File: config.mk
export PLATFORM = sky130hd
export DESIGN_NAME = load_store_unit
export DESIGN_NICKNAME = d
export VERILOG_FILES = /design/src/rtl/lsu_pkg.sv /design/src/rtl/lsu_lane_merge.sv /design/src/rtl/load_store_unit.sv
export SDC_FILE = /design/constraint.sdc
export NUM_CORES = 1
export LEC_CHECK = 0
export ABC_AREA = 1
export CAP_MARGIN = 30
export CORE_MARGIN = 1
export CORE_UTILIZATION = 60
export CTS_BUF_LIST = sky130_fd_sc_hd__clkbuf_16
export DETAILED_ROUTE_END_ITERATION = 10
export DONT_BUFFER_PORTS = 1
export GPL_TIMING_DRIVEN = 0
export PLACE_DENSITY = 0.81
export SETUP_SLACK_MARGIN = 0.05
export SYNTH_ARGS = -nofsm -noshare
export SYNTH_HDL_FRONTEND = slang
export SYNTH_SLANG_ARGS = --single-unit
File: constraint.sdc
create_clock -name clk -period 1.81 [get_ports clk]
set_input_delay 0.181 -clock clk [delete_from_list [all_inputs] [get_ports clk]]
set_output_delay 0.181 -clock clk [all_outputs]
set_load 0.01 [all_outputs]
File: src/rtl/lsu_pkg.sv
// Shared types and helpers for the load/store unit: funct3 codes, FSM states, byte-lane swap.
package lsu_pkg;

  localparam int XLEN   = 32;
  localparam int BYTE_W = 8;
  localparam int HALF_W = 16;

  typedef enum logic [2:0] {
    F3_B  = 3'b000,
    F3_H  = 3'b001,
    F3_W  = 3'b010,
    F3_BU = 3'b100,
    F3_HU = 3'b101
  } funct3_t;

  typedef enum logic [1:0] {
    IDLE   = 2'd0,
    ACCESS = 2'd1,
    WRITE  = 2'd2,
    RESP   = 2'd3
  } lsu_state_t;

  // Core order keeps byte 0 in [7:0]; memory order keeps byte 0 in [31:24].
  function automatic logic [XLEN-1:0] lane_swap(input logic [XLEN-1:0] v);
    return {v[7:0], v[15:8], v[23:16], v[31:24]};
  endfunction

endpackage

File: src/rtl/lsu_lane_merge.sv
// Combinational lane steering: load extraction/extension and SB/SH read-modify-write merge.
module lsu_lane_merge
  import lsu_pkg::*;
(
  input  logic [2:0]      funct3,
  input  logic [XLEN-1:0] read_word,
  input  logic [XLEN-1:0] merge_word,
  input  logic [XLEN-1:0] store_data,
  output logic [XLEN-1:0] load_value,
  output logic [XLEN-1:0] merged_word
);

  logic [BYTE_W-1:0] lo_byte;
  logic [HALF_W-1:0] lo_half;

  assign lo_byte = read_word[31:24];
  assign lo_half = {read_word[23:16], read_word[31:24]};

  always_comb begin
    load_value = '0;
    case (funct3)
      F3_B:    load_value = {{(XLEN-BYTE_W){lo_byte[BYTE_W-1]}}, lo_byte};
      F3_BU:   load_value = {{(XLEN-BYTE_W){1'b0}}, lo_byte};
      F3_H:    load_value = {{(XLEN-HALF_W){lo_half[HALF_W-1]}}, lo_half};
      F3_HU:   load_value = {{(XLEN-HALF_W){1'b0}}, lo_half};
      F3_W:    load_value = lane_swap(read_word);
      default: load_value = '0;
    endcase
  end

  // Only the addressed bytes are replaced; the rest come back unchanged from the read.
  always_comb begin
    merged_word = merge_word;
    case (funct3)
      F3_B:    merged_word = {store_data[7:0], merge_word[23:0]};
      F3_H:    merged_word = {store_data[7:0], store_data[15:8], merge_word[15:0]};
      default: merged_word = merge_word;
    endcase
  end

endmodule

File: src/rtl/load_store_unit.sv
// Load/store unit with RMW sub-word stores; resp 1 cycle after accept on fault, 2 for loads/SW, 3 for SB/SH.
// One request in flight, req_ready only in IDLE, no resp backpressure; LSU_MISALIGN_TRAP_EN faults misaligned H/W accesses.
module load_store_unit
  import lsu_pkg::*;
#(
  parameter int N         = 32,
  parameter int MEM_BYTES = 256
) (
  input  logic         clk,
  input  logic         rst,
  input  logic         req_valid,
  output logic         req_ready,
  input  logic         req_write,
  input  logic [2:0]   req_funct3,
  input  logic [N-1:0] req_addr,
  input  logic [N-1:0] req_wdata,
  output logic         resp_valid,
  output logic [N-1:0] resp_rdata,
  output logic         resp_error,
  output logic [N-1:0] mem_addr,
  output logic         mem_write_enable,
  output logic [N-1:0] mem_write_data,
  input  logic [N-1:0] mem_read_data
);

  localparam logic [N-1:0] ADDR_MAX = N'(MEM_BYTES - 4);

  lsu_state_t   state;
  logic         write_q;
  logic [2:0]   funct3_q;
  logic [N-1:0] addr_q;
  logic [N-1:0] wdata_q;
  logic [N-1:0] merge_q;
  logic [N-1:0] load_value;
  logic [N-1:0] merged_word;
  logic         bad_funct3;
  logic         misalign;
  logic         fault;

  always_comb begin
    bad_funct3 = 1'b1;
    if (req_write) begin
      bad_funct3 = (req_funct3 > F3_W);
    end else begin
      case (req_funct3)
        F3_B, F3_H, F3_W, F3_BU, F3_HU: bad_funct3 = 1'b0;
        default:                        bad_funct3 = 1'b1;
      endcase
    end
  end

`ifdef LSU_MISALIGN_TRAP_EN
  assign misalign = ((req_funct3[1:0] == 2'b01) && req_addr[0]) ||
                    ((req_funct3[1:0] == 2'b10) && (req_addr[1:0] != 2'b00));
`else
  assign misalign = 1'b0;
`endif

  assign fault = bad_funct3 || (req_addr > ADDR_MAX) || misalign;

  lsu_lane_merge u_lane_merge (
    .funct3      (funct3_q),
    .read_word   (mem_read_data),
    .merge_word  (merge_q),
    .store_data  (wdata_q),
    .load_value  (load_value),
    .merged_word (merged_word)
  );

  // Memory strobes decode from state so an async reset kills a pending write before the next edge.
  assign req_ready        = (state == IDLE);
  assign mem_addr         = (state == ACCESS || state == WRITE) ? addr_q : '0;
  assign mem_write_enable = (state == WRITE) ||
                            (state == ACCESS && write_q && funct3_q == F3_W);
  assign mem_write_data   = (state == WRITE) ? merged_word :
                            (mem_write_enable ? lane_swap(wdata_q) : '0);

  always_ff @(posedge clk or negedge rst) begin
    if (!rst) begin
      state      <= IDLE;
      write_q    <= 1'b0;
      funct3_q   <= '0;
      addr_q     <= '0;
      wdata_q    <= '0;
      merge_q    <= '0;
      resp_valid <= 1'b0;
      resp_error <= 1'b0;
      resp_rdata <= '0;
    end else begin
      resp_valid <= 1'b0;
      case (state)
        IDLE: begin
          if (req_valid) begin
            write_q  <= req_write;
            funct3_q <= req_funct3;
            addr_q   <= req_addr;
            wdata_q  <= req_wdata;
            if (fault) begin
              state      <= RESP;
              resp_valid <= 1'b1;
              resp_error <= 1'b1;
              resp_rdata <= '0;
            end else begin
              state <= ACCESS;
            end
          end
        end
        ACCESS: begin
          if (!write_q) begin
            state      <= RESP;
            resp_valid <= 1'b1;
            resp_error <= 1'b0;
            resp_rdata <= load_value;
          end else if (funct3_q == F3_W) begin
            state      <= RESP;
            resp_valid <= 1'b1;
            resp_error <= 1'b0;
            resp_rdata <= '0;
          end else begin
            merge_q <= mem_read_data;
            state   <= WRITE;
          end
        end
        WRITE: begin
          state      <= RESP;
          resp_valid <= 1'b1;
          resp_error <= 1'b0;
          resp_rdata <= '0;
        end
        default: begin
          state      <= IDLE;
          resp_error <= 1'b0;
          resp_rdata <= '0;
        end
      endcase
    end
  end

endmodule

==> impl_metrics.toml <==
[power_and_ir_drop]
ir_drop_uv = 1340
p_total_mw = 18.00
p_per_area_nw_per_um2 = 1907
p_leak_nw = 4.776

[sta]
fin_hold_ws_ns = -0.5471
period_needed_ns = 2.161
finalHoldViolations = 136
rsz0062_at_grt = "true"
max_slew.worst_pin.slew_ns = 0.6173
slew_viol_final = 0
post-route-period-util_pct = 119.4
finClkSkew_ns = 0.01073
slew_headroom_pct = 58.70
setup_viol = 89
max_freq_ghz = 0.4627
setup_tns_ns = -11.22
fin_ws_ns = -0.3513

[synthesis]
synth.area.mux_share_pct = 7.768
synthMostInstantiatedCell = "nand2_1"
ys_ff_latch = 136
synth-xor-area-share_pct = 0
synthArstFlopShare_pct = 100.0
syn_area_um2 = 6524
synth_edf_count = 0
yosysWarnings = 0
synth_compound_area_share_pct = 8.055
synth_area_leader_cell = "dfrtp_1"
synthAdderAreaFrac_pct = 0.7672
synth_top_area_share_pct = 52.17
synth_flop_cell = "dfrtp_1"
synth_top_family_by_area = "simple AND/OR/NAND/NOR gates"
netlist_top_cells_count = "nand2_1 (204), dfrtp_1 (136), inv_1 (104)"
synthCells = 781
yosysUniqueCellTypes = 25
synth_fp_nets = 888
syn_avg_cell_area_um2 = 8.353
synth-simple-area-share_pct = 21.98
yosysSeqAreaShare_pct = 52.17
synthTopCellsByArea = "dfrtp_1 (52%), nand2_1 (12%), mux2_2 (7.8%)"

[grt]
grt_usage_pct = 38.43
antenna_found_initial = 0
grt_pass1_vias = 6719
grt_max_degree = 137
overflow = 0
grt_pass1_wl_um = 32900

[finish]
drive_above_1_share_pct = 28.65
num_antenna_cells = 0
fin_util_pct = 90.64
syn_to_final_growth_pct = 44.73
nFillCells = 362
fin_nets = 1033
instances_no_fill = 1075
finish.instance_area_um2 = 9442

[setup_path]
cp.required_ns = 1.63
crit_path_max_incr_delay_ns = 0.46
cp_slowest_cell = "dfrtp_2"
crit_arrival_ns = 1.98
worstSetupPathType = "reg -> out"
crit_path_max_fanout = 6
start_kind = "flop"
crit_chain = "inv_4 > ha_4 > nand2_4 > o21ai_4 > buf_6 > nand3_1 > o21ai_2"
critPathCaptureType = "output pin"

[job]
maxCapViolCount = 0

[placed_design]
gp_congestion = 0.8626
port_buffers = 0
place_inst = 917
dp_hpwl_um = 12290
dpl_cell_area_um2 = 6694
pre_cts_ws_ns = -0.5191

[clocking]
tritoncts = "built"
htreeDepth = 4
hold_buffers = 101
path_clk_slew_ns = 0.06
cts-root-buf = "clkbuf_16"
clock_latency_ns = 0.43
cts_buffers = 17
cts_buffer_depth = 2
cts_sinks = 136

[route]
drc_errors = 0
drt_iter0_drc = 931
firstDrtPassIters = 6
routedWlPerCell_um = 24.18
wirelength_um = 25990
drtAntennaViolNets = 0
vias_per_cell = 6.443
via_count = 6926

[die]
coreArea_um2 = 10420
die_h_um = 106.3
ios = 203
die_area_um2 = 11290
die_w_um = 106.3
placementRows = 37
initial_core_util_pct = 62.63

[min_path]
hold_path.class = "in -> async"

[status]
status = "finished, violations left"
violations = "hold timing, setup timing"
-- layout by cell type (no fill, tap or decap), types with 10 or more instances in the layout --
cell	n
clkbuf_16	20
o21ai_1	21
buf_6	22
dlygate4sd3_1	101
o21ai_0	25
inv_2	13
inv_1	71
dfrtp_1	134
buf_4	16
nor2_1	74
o21ai_2	10
nand2_1	159
mux2_2	45
o21ai_4	17
inv_4	22
nand2_4	28
a21oi_1	26
nand2_2	19
nand3_1	45
-- critical path: cells and delay by family (launching register included) --
| kind | cells | cell delay, ns |
|---|---|---|
| buffers and inverters | 2 | 0.26 |
| AOI/OAI and AO/OA | 2 | 0.46 |
| DFF | 1 | 0.46 |
| and+or+nand+nor | 2 | 0.22 |
| adders and majority gates | 1 | 0.15 |
-- cell families after synthesis --
logic type	count (synthesis)
muxes	45
DFF	136
buffers and inverters	147
AOI/OAI and AO/OA	103
and+or+nand+nor	346
adders and majority gates	4
-- final timing paths --
check / cells after the start / start / endpoint / slack (ns)
min in group clk: 3 / mem_read_data[28] / resp_rdata[4]$_DFFE_PN0P_ / 0.01
min: 0 / rst / wdata_q[29]$_DFFE_PN0P_ / -0.55
max: 7 / state[1]$_DFFE_PN0P_ / mem_write_data[28] / -0.35
max in group asynchronous: 0 / rst / resp_rdata[9]$_DFFE_PN0P_ / 2.06
max reg2reg: 7 / funct3_q[0]$_DFFE_PN0P_ / resp_rdata[13]$_DFFE_PN0P_ / -0.17
min reg2reg: 2 / merge_q[22]$_DFFE_PN0P_ / merge_q[22]$_DFFE_PN0P_ / 0.49
-- metal layers --
layer / track usage, % / share of wire, % / vias up
met2: 67.07 / 48 / 654
met3: 9.626 / 11 / 202
met5: 0 / 0 / -
met1: 42.59 / 33 / 3334
li1: - / - / 2736
met4: 21.92 / 7.4 / 0
-- area by class of cell --
type	instances	area [um^2]	share of cell area [%]
repair buffers	127	1295	13.72
multi-input cells	499	3124	33.09
well taps	136	170.2	1.802
inverters	107	466.7	4.943
plain buffers	38	346.6	3.671
flip-flops and latches	136	3406	36.07
clock inverters	15	207.7	2.200
clock buffers	17	425.4	4.506
-- where the power goes --
part           switching (mW)  total, mW  internal, mW  leakage, nW
sequential               1.09       5.36          4.27         1.67
clock                    1.41       3.83          2.42        0.297
combinational            5.45       8.81          3.36         2.81
-- what timing repair did --
action	4_1_cts	5_1_grt
setup endpoints to repair	163	163
hold endpoints to repair	241	136
resized for setup	103	196
gates cloned	3	5
pin swaps	4	17
setup buffers	9	11
-- flip-flops by register name (all words and copies together) (netlist names) --
name / cells
addr_q: 32
funct3_q: 3
merge_q: 32
resp_error: 1
resp_rdata: 32
resp_valid: 1
state: 2
wdata_q: 32
write_q: 1
(Power assumes the default switching activity.)
